$ cat src/rtl/alu_issue_ctrl_pkg.sv
// Shared lane-controller definitions: default geometry and the per-lane state encoding.
package alu_issue_ctrl_pkg;

    localparam int N_LANES   = 2;
    localparam int LAT_W_DEF = 3;
    localparam int PRF_DEF   = 64;

    typedef enum logic [1:0] {
        LANE_IDLE = 2'd0,
        LANE_EXEC = 2'd1,
        LANE_WB   = 2'd2
    } lane_state_t;

endpackage

$ cat src/rtl/alu_lane_fsm.sv
// One function-unit lane: latency down-counter, destination tag and CDB handshake.
module alu_lane_fsm
    import alu_issue_ctrl_pkg::*;
#(
    parameter int LAT_W = LAT_W_DEF,
    parameter int TAG_W = 6
) (
    input  logic             clock,
    input  logic             reset,
    input  logic             squash,
    input  logic             issue_valid,
    input  logic [LAT_W-1:0] issue_lat,
    input  logic [TAG_W-1:0] issue_prf_idx,
    input  logic             cdb_ready,
    output logic             busy,
    output logic             cdb_valid,
    output logic [TAG_W-1:0] cdb_prf_idx,
    output logic             issue_err
);

    lane_state_t      state_q, state_d;
    logic [LAT_W-1:0] cnt_q, cnt_d;
    logic [TAG_W-1:0] tag_q, tag_d;
    logic [LAT_W-1:0] eff_lat;
    logic             accept;

    always_ff @(posedge clock or posedge reset) begin
        if (reset) begin
            state_q <= LANE_IDLE;
            cnt_q   <= '0;
            tag_q   <= '0;
        end else begin
            state_q <= state_d;
            cnt_q   <= cnt_d;
            tag_q   <= tag_d;
        end
    end

    always_comb begin
        state_d = state_q;
        cnt_d   = cnt_q;
        tag_d   = tag_q;
        busy    = (state_q == LANE_EXEC) | ((state_q == LANE_WB) & ~cdb_ready);
        accept  = issue_valid & ~busy;
        eff_lat = (issue_lat == '0) ? LAT_W'(1) : issue_lat;

        if (squash) begin
            state_d = LANE_IDLE;
            cnt_d   = '0;
        end else begin
            case (state_q)
                LANE_IDLE, LANE_WB: begin
                    // A WB slot being released this cycle can be refilled without a bubble.
                    if (state_q == LANE_IDLE || cdb_ready) begin
                        state_d = LANE_IDLE;
                        if (accept) begin
                            tag_d = issue_prf_idx;
                            if (eff_lat == LAT_W'(1)) begin
                                state_d = LANE_WB;
                                cnt_d   = '0;
                            end else begin
                                state_d = LANE_EXEC;
                                cnt_d   = eff_lat - LAT_W'(1);
                            end
                        end
                    end
                end
                LANE_EXEC: begin
                    if (cnt_q <= LAT_W'(1)) begin
                        state_d = LANE_WB;
                        cnt_d   = '0;
                    end else begin
                        cnt_d = cnt_q - LAT_W'(1);
                    end
                end
                default: begin
                    state_d = LANE_IDLE;
                    cnt_d   = '0;
                end
            endcase
        end
    end

    assign issue_err   = issue_valid & busy;
    assign cdb_valid   = (state_q == LANE_WB);
    assign cdb_prf_idx = cdb_valid ? tag_q : '0;

endmodule

$ cat src/rtl/alu_issue_ctrl.sv
// Occupancy/writeback controller for the RS-fed function-unit lanes; one CDB port per lane.
module alu_issue_ctrl
    import alu_issue_ctrl_pkg::*;
#(
    parameter int N     = N_LANES,
    parameter int LAT_W = LAT_W_DEF,
    parameter int PRF   = PRF_DEF
) (
    input  logic                               clock,
    input  logic                               reset,
    input  logic                               squash,
    input  logic [N-1:0]                       issue_valid,
    input  logic [N-1:0][LAT_W-1:0]            issue_lat,
    input  logic [N-1:0][$clog2(PRF)-1:0]      issue_prf_idx,
    input  logic [N-1:0]                       cdb_ready,
    output logic [N-1:0]                       alu_in_usage,
    output logic [N-1:0]                       cdb_valid,
    output logic [N-1:0][$clog2(PRF)-1:0]      cdb_prf_idx,
    output logic                               issue_err
);

    localparam int TAG_W = $clog2(PRF);

    logic [N-1:0] err_vec;

    for (genvar k = 0; k < N; k++) begin : g_lane
        alu_lane_fsm #(
            .LAT_W (LAT_W),
            .TAG_W (TAG_W)
        ) u_lane (
            .clock         (clock),
            .reset         (reset),
            .squash        (squash),
            .issue_valid   (issue_valid[k]),
            .issue_lat     (issue_lat[k]),
            .issue_prf_idx (issue_prf_idx[k]),
            .cdb_ready     (cdb_ready[k]),
            .busy          (alu_in_usage[k]),
            .cdb_valid     (cdb_valid[k]),
            .cdb_prf_idx   (cdb_prf_idx[k]),
            .issue_err     (err_vec[k])
        );
    end

    // Sticky until reset; squash deliberately leaves it alone.
    always_ff @(posedge clock or posedge reset) begin
        if (reset) begin
            issue_err <= 1'b0;
        end else if (|err_vec) begin
            issue_err <= 1'b1;
        end
    end

endmodule

$ cat config.mk
export PLATFORM = sky130hd
export DESIGN_NAME = alu_issue_ctrl
export DESIGN_NICKNAME = d
export VERILOG_FILES = /design/src/rtl/alu_issue_ctrl_pkg.sv /design/src/rtl/alu_lane_fsm.sv /design/src/rtl/alu_issue_ctrl.sv
export SDC_FILE = /design/constraint.sdc
export NUM_CORES = 1
export LEC_CHECK = 0
export CAP_MARGIN = 30
export CORE_AREA = 2 2 81 44
export DETAILED_ROUTE_END_ITERATION = 12
export DIE_AREA = 0 0 83 46
export GPL_TIMING_DRIVEN = 0
export PLACE_DENSITY = 0.77
export SYNTH_ARGS = -nofsm -noshare
export SYNTH_HDL_FRONTEND = slang
export SYNTH_SLANG_ARGS = --single-unit
$ cat constraint.sdc
create_clock -name clock -period 2.3 [get_ports clock]
set_clock_uncertainty 0.2 [all_clocks]
set_input_delay 0.46 -clock clock [delete_from_list [all_inputs] [get_ports clock]]
set_output_delay 0.46 -clock clock [all_outputs]
set_load 0.005 [all_outputs]
==> impl_metrics.toml, run 1 <==
[grt]
antenna_found_initial = 0
grt_pass1_vias = 1148
overflow = 0
grt_start_max_net_pins = 24
track_usage_pct = 17.7
grt_pass1_wl_um = 5190

[clock_network]
clkTransAtPathRegs_ns = 0.09
cts_hold_buf = 0
cts_tree = "done"
clockRootBuffer = "clkbuf_8"
cts_inserted_buffers = 3
cts.sinks = 23
clk_latency_ns = 0.27
cts_max_level = 1
cts.path.max_buffers = 2

[finish]
final_cell_mix = "clkdlybuf4s50_1, dfrtp_1, inv_1"
final_cells = 238
finish.instance_area_mm2 = 0.00210
n_antenna_cell = 0
final_util_pct = 65.4
drive_gt1_share_pct = 28.6
syn2layout_area_growth_pct = 48.7
nets = 229
layout_commonest_cell = "clkdlybuf4s50_1"
fillers = 239

[worst_setup_path]
worst_setup_path_end_kind = "output pin"
slowest_stage = "clkdlybuf4s50_1"
slowest_delay_ns = 0.48
crit_chain = "buf_6 > nor2_4 > and2_4 > clkdlybuf4s50_1"
arrival_ns = 1.61
cp_num_buf_inv = 2
critPathKind = "flop to output pin"
cp_max_fo = 6
startpoint_type = "flop"
crit_family = "buffers and inverters"
critical_path_required_ns = 1.64

[detailed_routing]
drtPass1Iterations = 4
totalWireLength_um = 3480
drc = 0
vias_per_cell = 5.09
ant_nets = 0
drt-initial-drc-count = 55
wl_per_cell_um = 14.6
vias = 1211

[power]
pwr_density_cell_mw_per_mm2 = 539
ir_drop_mv = 0.345
leakage_nw = 1.13
power.total_mw = 1.13

[floorplanning]
die_area_mm2 = 0.00382
core-area_mm2 = 0.00321
num_rows = 15
dieHeight_um = 46
ioPinCount = 42
die_x_um = 83
start_util_pct = 44.0

[logic_synthesis]
post_synth_inst_count = 140
syn_area_per_cell_um2 = 10.1
ys_ff_latch = 23
synth_nets = 172
ys_seq_area_share_pct = 40.8
yosysUniqueCellTypes = 41
netlist_area_mm2 = 0.00141
ys_warn_count = 0

[sta]
hold_violations = 0
maxSlewViolCount = 0
fin_crit_sh_pct = 98.7
tightest_slew_ns = 0.860
relSlewSlack_pct = 42.6
fmax_ghz = 0.440
whs_ns = 0.296
setup-violations-final = 0
period_minus_slack_ns = 2.27

[worst_hold_path]
hold_path.class = "flop to flop"

[status]
status = "complete, no violations"

[placed_design]
dp_hpwl_um = 2550
place_inst = 223
io_buffers = 41
place.gp.congestion = 0.845
place_area_mm2 = 0.00187

[job]
cap_violations = 0
-- report_power, final --
part | total (mW) | leakage [nW] | internal (mW) | switching, mW
clock | 0.250 | 0.0255 | 0.121 | 0.129
sequential | 0.511 | 0.283 | 0.469 | 0.0413
combinational | 0.371 | 0.822 | 0.220 | 0.151
total | 1.13 | 1.13 | 0.810 | 0.321
-- metal layers --
layer | global-route usage (%) | vias up | share of wire (%)
met5 | 0 | - | 0
met4 | 1.97 | 0 | 0
met3 | 5.80 | 0 | 6.5
met2 | 33.4 | 42 | 51
met1 | 21.1 | 577 | 43
li1 | - | 592 | -
-- final timing paths --
path,startpoint,to,slack [ns],cells after the start
setup / recovery,g_lane[1].u_lane.state_q[0],cdb_prf_idx[9],0.03,4
hold / removal,issue_err,issue_err,0.30,1
setup reg to reg,g_lane[1].u_lane.cnt_q[1],g_lane[1].u_lane.cnt_q[1],0.44,6
hold reg to reg,issue_err,issue_err,0.30,1
max in group asynchronous,reset,g_lane[0].u_lane.cnt_q[0],0.89,2
min in group asynchronous,reset,g_lane[0].u_lane.tag_q[4],0.47,2
-- metrics by stage --
step / setup slack [ns] / setup TNS (ns)
final: 0.0289 / 0
after global routing: -0.0120 / -0.0146
after CTS: -0.157 / -0.171
after detailed placement: -0.382 / -0.847
after global placement: -0.402 / -0.723
after floorplan: 0.567 / 0
-- state kept, by name, indices dropped and copies added, names as in the netlist --
| signal | cells |
|---|---|
| issue_err | 1 |
| g_lane.u_lane.state_q | 4 |
| g_lane.u_lane.cnt_q | 6 |
| g_lane.u_lane.tag_q | 12 |
-- cells by family after synthesis --
group,count (synthesis),share of synthesized area [%]
mux,14,11.0
simple gates,44,18.8
compound gates,29,15.7
buf+inv,23,7.54
fa+ha+maj,7,6.21
flops,23,40.8
-- repair_timing --
item / CTS / global route
pin swaps: 2 / 3
setup endpoints to repair: 16 / 14
resized for setup: 19 / 15
buffers inserted: 1 / 10
endpoints found under the hold margin: 0 / 0
-- synthesized netlist by cell type, drive strengths merged --
cell type | n | area [µm²]
and2 | 12 | 75.1
a22o | 3 | 26.3
a31oi | 2 | 12.5
o21ai | 4 | 23.8
nand2 | 2 | 7.51
nand3b | 2 | 15.0
or2 | 1 | 6.26
nand2b | 4 | 32.5
nor4 | 1 | 6.26
dfrtp | 23 | 576
ha | 7 | 87.6
nor2b | 4 | 35.0
nor3 | 2 | 10.0
nor2 | 12 | 47.6
inv | 16 | 60.1
buf | 7 | 46.3
o32a | 2 | 22.5
o31ai | 1 | 7.51
o22ai | 1 | 6.26
a32oi | 1 | 8.76
and2b | 1 | 7.51
mux2 | 12 | 135
a221o | 1 | 10.0
or4 | 1 | 7.51
a311o | 1 | 10.0
o21bai | 3 | 26.3
a211oi | 2 | 20.0
o32ai | 2 | 17.5
a21oi | 6 | 30.0
nand3 | 2 | 15.0
mux2i | 2 | 20.0
-- layout make-up --
type / count / area [µm²] / share of cell area [%]
repair buffers: 52 / 518 / 24.7
clock inverters: 1 / 5.00 / 0.239
plain buffers: 7 / 56.3 / 2.68
multi-input cells: 94 / 790 / 37.6
clock buffers: 3 / 41.3 / 1.97
flip-flops and latches: 23 / 576 / 27.4
well taps: 42 / 52.6 / 2.50
inverters: 16 / 60.1 / 2.86
Note: power is estimated with default switching activity, not from simulation.
==> inputs of run 2 (changes only) <==
- CTS_CLUSTER_SIZE: not set -> 14
- clock period: 2.3 -> 2.19 ns (I/O delays scaled with it)
==> impl_metrics.toml, run 2 (synthesis results as in run 1) <==
[status]
status = "complete, no violations"

[finish]
final_util_pct = 64.2
layout_commonest_cell = "clkdlybuf4s50_1"
syn2layout_area_growth_pct = 46.1
largest_reg_flops = 12
n_antenna_cell = 0
nets = 230
final_cell_mix = "clkdlybuf4s50_1, dfrtp_1, buf_4"
top_register = "g_lane.u_lane.tag_q"
reg_top3 = "g_lane.u_lane.tag_q: 12 flops, g_lane.u_lane.cnt_q: 6 flops, g_lane.u_lane.state_q: 4 flops"
drive_gt1_share_pct = 28.9

[sta]
period_minus_slack_ns = 2.18
maxSlewViolCount = 0
rsz0062_at_grt = "yes"
tns_ns = 0
tightest_slew_ns = 0.861
fin_crit_sh_pct = 99.4
hold_violations = 0
setup-violations-final = 0
fmax_ghz = 0.459
relSlewSlack_pct = 42.5
fin_ws_ns = 0.0127

[placed_design]
dp_slack_ns = -0.448
dp_hpwl_um = 2550
io_buffers = 41
place.gp.congestion = 0.845

[power]
leakage_nw = 1.02
ir_drop_mv = 0.394
power.total_mw = 1.18
pwr_density_cell_mw_per_mm2 = 571

[clock_network]
cts.sinks = 23
clockRootBuffer = "clkbuf_8"
clkTransAtPathRegs_ns = 0.08
clk_latency_ns = 0.27
cts.path.max_buffers = 2
cts_hold_buf = 0
cts_inserted_buffers = 3
cts_max_level = 1
cts_tree = "done"

[detailed_routing]
vias_per_cell = 5.09
wl_per_cell_um = 14.5
vias = 1217
ant_nets = 0
drtPass1Iterations = 4
totalWireLength_um = 3470
drt-initial-drc-count = 42
drc = 0

[grt]
antenna_found_initial = 0
grt_pass1_wl_um = 5440
track_usage_pct = 18.6
grt_pass1_vias = 1195
overflow = 0
grt_start_max_net_pins = 24

[worst_setup_path]
crit_family = "buffers and inverters"
r2r_end = "g_lane[1].u_lane.cnt_q[1]"
slowest_stage = "clkdlybuf4s50_1"
crit_chain = "buf_6 > nor2_4 > and2_1 > clkdlybuf4s50_1"
reg2reg_depth = 6
worst_setup_path_end_kind = "output pin"
cp_num_buf_inv = 2
startpoint_type = "flop"
cp_max_fo = 6
critPathKind = "flop to output pin"
critical_path_required_ns = 1.55
slowest_delay_ns = 0.49
arrival_ns = 1.54
r2r_start = "g_lane[1].u_lane.cnt_q[1]"
rrSetupSlack_ns = 0.33

[floorplanning]
die_area_mm2 = 0.00382
ioPinCount = 42
core-area_mm2 = 0.00321
num_rows = 15
start_util_pct = 44.0
dieHeight_um = 46
die_x_um = 83

[worst_hold_path]
whs_path_depth = 1
hold_path.class = "flop to flop"
worstHoldEndpoint = "issue_err"
hp-start = "issue_err"

[job]
cap_violations = 0
==> run 2: cell types whose count changed in the layout (fill, tap and decap cells not counted), sizes merged <==
cell	delta
buf	+1
clkbuf	+1
clkdlybuf4s15	+1
clkdlybuf4s50	-2
dlygate4sd2	+8
dlymetal6s2s	-8
==> run 2: where the power goes <==
part / internal [mW] / switching (mW)
registers: 0.493 / 0.0439
logic: 0.222 / 0.158
clock network: 0.127 / 0.134
total: 0.842 / 0.336
==> run 2: layout make-up <==
class | count | area (µm²)
Multi-Input combinational cell | 94 | 785
Fill cell | 245 | 1150
Sequential cell | 23 | 576
Inverter | 16 | 60.1
Clock buffer | 3 | 41.3
Timing Repair Buffer | 55 | 505
Tap cell | 42 | 52.6
Clock inverter | 1 | 5.00
Buffer | 5 | 37.5
==> run 2: worst max path at each step <==
stage	start	end	slack, ns	cells past startpoint
6_report	g_lane[1].u_lane.state_q[0]	cdb_prf_idx[9]	0.01	4
5_1_grt	g_lane[1].u_lane.state_q[0]	cdb_prf_idx[9]	-0.05	4
4_1_cts	g_lane[1].u_lane.state_q[0]	cdb_prf_idx[9]	0.004	4
3_5_place_dp	cdb_ready[1]	alu_in_usage[1]	-0.45	5
3_3_place_gp	cdb_ready[1]	alu_in_usage[1]	-0.47	5
2_1_floorplan	g_lane[1].u_lane.cnt_q[0]	g_lane[1].u_lane.cnt_q[1]	0.46	5
==> run 2: repair_timing <==
item                                    CTS  global route
resized for setup                        31             7
pin swaps                                 3             1
endpoints found under the setup margin   16            10
setup buffers                            11             3
==> run 2: metal layers <==
metal	track usage, %	up-vias	share of wire [%]
met5	0	-	0
met4	2.95	0	0.66
met3	5.98	2	5.4
met2	34.8	31	49
met1	22.0	588	45
li1	-	596	-
==> run 2: metrics by stage <==
step	cell area (µm²)	cells	hold slack (ns)
after floorplan	1410	140	0.240
after global placement	1870	223	0.276
after detailed placement	1870	223	0.266
after CTS	2050	237	0.294
after global routing	2060	239	0.325
final	2060	239	0.283
==> run 2: worst reg2reg max path: cells and delay by family (launching register included) <==
| family | cells | cell delay, ns |
|---|---|---|
| buffers and inverters | 1 | 0.09 |
| and+or+nand+nor | 2 | 0.53 |
| adders and majority gates | 1 | 0.20 |
| DFF | 1 | 0.39 |
| AOI/OAI and AO/OA | 2 | 0.38 |
==> inputs of run 3 (changes only) <==
- PLACE_DENSITY: 0.77 -> 0.87
==> impl_metrics.toml, run 3 (synthesis results as in run 1) <==
[status]
status = "complete, no violations"

[placed_design]
place_inst = 223
place_area_mm2 = 0.00187
place.gp.congestion = 0.888
io_buffers = 41
dp_hpwl_um = 2360
dp_slack_ns = -0.469

[detailed_routing]
wl_per_cell_um = 13.7
drtPass1Iterations = 4
vias_per_cell = 5.08
drt-initial-drc-count = 102
totalWireLength_um = 3290
drc = 0
vias = 1218
ant_nets = 0

[finish]
fillers = 250
reg_top3 = "g_lane.u_lane.tag_q: 12 flops, g_lane.u_lane.cnt_q: 6 flops, g_lane.u_lane.state_q: 4 flops"
syn2layout_area_growth_pct = 46.1
final_cell_mix = "clkdlybuf4s50_1, dfrtp_1, buf_4"
nets = 231
final_cells = 240
layout_commonest_cell = "clkdlybuf4s50_1"
n_antenna_cell = 0
top_register = "g_lane.u_lane.tag_q"
drive_gt1_share_pct = 29.3
finish.instance_area_mm2 = 0.00206
largest_reg_flops = 12

[power]
leakage_nw = 1.03
ir_drop_mv = 0.427
power.total_mw = 1.18
pwr_density_cell_mw_per_mm2 = 574

[grt]
grt_pass1_vias = 1127
antenna_found_initial = 0
track_usage_pct = 17.9
overflow = 0
use_met2_pct = 27.1
grt_start_max_net_pins = 24
grt_pass1_wl_um = 5230
grt-busiest-layer = "met2"
met1_usage_pct = 25.1
use_met3_pct = 7.07

[worst_setup_path]
slowest_stage = "dfrtp_1"
arrival_ns = 1.50
rrSetupSlack_ns = 0.33
r2r_end = "g_lane[1].u_lane.cnt_q[1]"
r2r_start = "g_lane[1].u_lane.cnt_q[1]"
critPathKind = "flop to output pin"
slowest_delay_ns = 0.38
worst_setup_path_end_kind = "output pin"
startpoint_type = "flop"
crit_chain = "buf_6 > and2b_1 > o21bai_4 > buf_4 > dlygate4sd2_1"
critical_path_required_ns = 1.55
reg2reg_depth = 6
cp_max_fo = 5

[sta]
period_minus_slack_ns = 2.14
hold_violations = 0
fmax_ghz = 0.468
setup-violations-final = 0
maxSlewViolCount = 0
tightest_slew_ns = 0.869
fin_crit_sh_pct = 97.7
fin_ws_ns = 0.0512
relSlewSlack_pct = 42.0

[clock_network]
cts_tree = "done"
clk_latency_ns = 0.27
clockRootBuffer = "clkbuf_8"
cts.path.max_buffers = 2
cts_max_level = 1
cts_inserted_buffers = 3
cts.sinks = 23
cts_hold_buf = 0
clkTransAtPathRegs_ns = 0.08

[floorplanning]
num_rows = 15
die_area_mm2 = 0.00382
dieHeight_um = 46
ioPinCount = 42
core-area_mm2 = 0.00321
die_x_um = 83
start_util_pct = 44.0

[worst_hold_path]
whs_path_depth = 1
hold_path.class = "flop to flop"
hp-start = "issue_err"
worstHoldEndpoint = "issue_err"

[job]
cap_violations = 0
-- run 3: per-layer routing --
metal	up-vias	wire length, µm	share of wire (%)
met1	580	1590	48
met2	35	1430	44
met4	0	0	0
met3	0	268	8.1
li1	603	-	-
met5	-	0	0
-- run 3: final cells by class --
type | instances | area (µm²) | area share [%]
multi-input combinational | 94 | 782 | 37.9
buffer | 6 | 48.8 | 2.37
inverter | 16 | 60.1 | 2.91
timing repair buffer | 55 | 494 | 24.0
clock buffer | 3 | 41.3 | 2.00
clock inverter | 1 | 7.51 | 0.364
tap | 42 | 52.6 | 2.55
sequential | 23 | 576 | 27.9
-- run 3: per-stage QoR --
step	utilization, %	setup TNS [ns]	hold slack (ns)
after floorplan	-	0	0.240
after global placement	58.4	-1.59	0.273
after detailed placement	58.4	-1.69	0.274
after CTS	63.0	-0.0200	0.293
after global routing	64.2	-0.0492	0.309
final	64.2	0	0.297
-- run 3: worst max path at each step --
stage / startpoint / to / cells after the start
CTS: g_lane[1].u_lane.state_q[0] / cdb_prf_idx[11] / 4
finish: g_lane[0].u_lane.state_q[0] / alu_in_usage[0] / 5
detailed placement: cdb_ready[1] / alu_in_usage[1] / 5
global route: g_lane[1].u_lane.state_q[1] / cdb_prf_idx[10] / 6
global placement: cdb_ready[1] / alu_in_usage[1] / 5
floorplan: g_lane[1].u_lane.cnt_q[0] / g_lane[1].u_lane.cnt_q[1] / 5
-- run 3: critical path, delay by kind of cell, from the launching register on --
family,cells,cell delay (ns)
buffers and inverters,3,0.50
flip-flops,1,0.38
AND/OR/NAND/NOR,1,0.18
AO/OA/AOI/OAI,1,0.18
-- run 3: repair_timing --
item / in CTS / in global routing
endpoints found under the hold margin: 0 / 0
setup endpoints to repair: 16 / 10
pin swaps: 5 / 1
buffers inserted: 8 / 6
gates resized for setup: 32 / 9
-- run 3: report_power, final --
| part | leakage [nW] | switching [mW] | internal, mW |
|---|---|---|---|
| registers | 0.283 | 0.0432 | 0.493 |
| clock network | 0.0217 | 0.143 | 0.129 |
| logic | 0.721 | 0.156 | 0.221 |
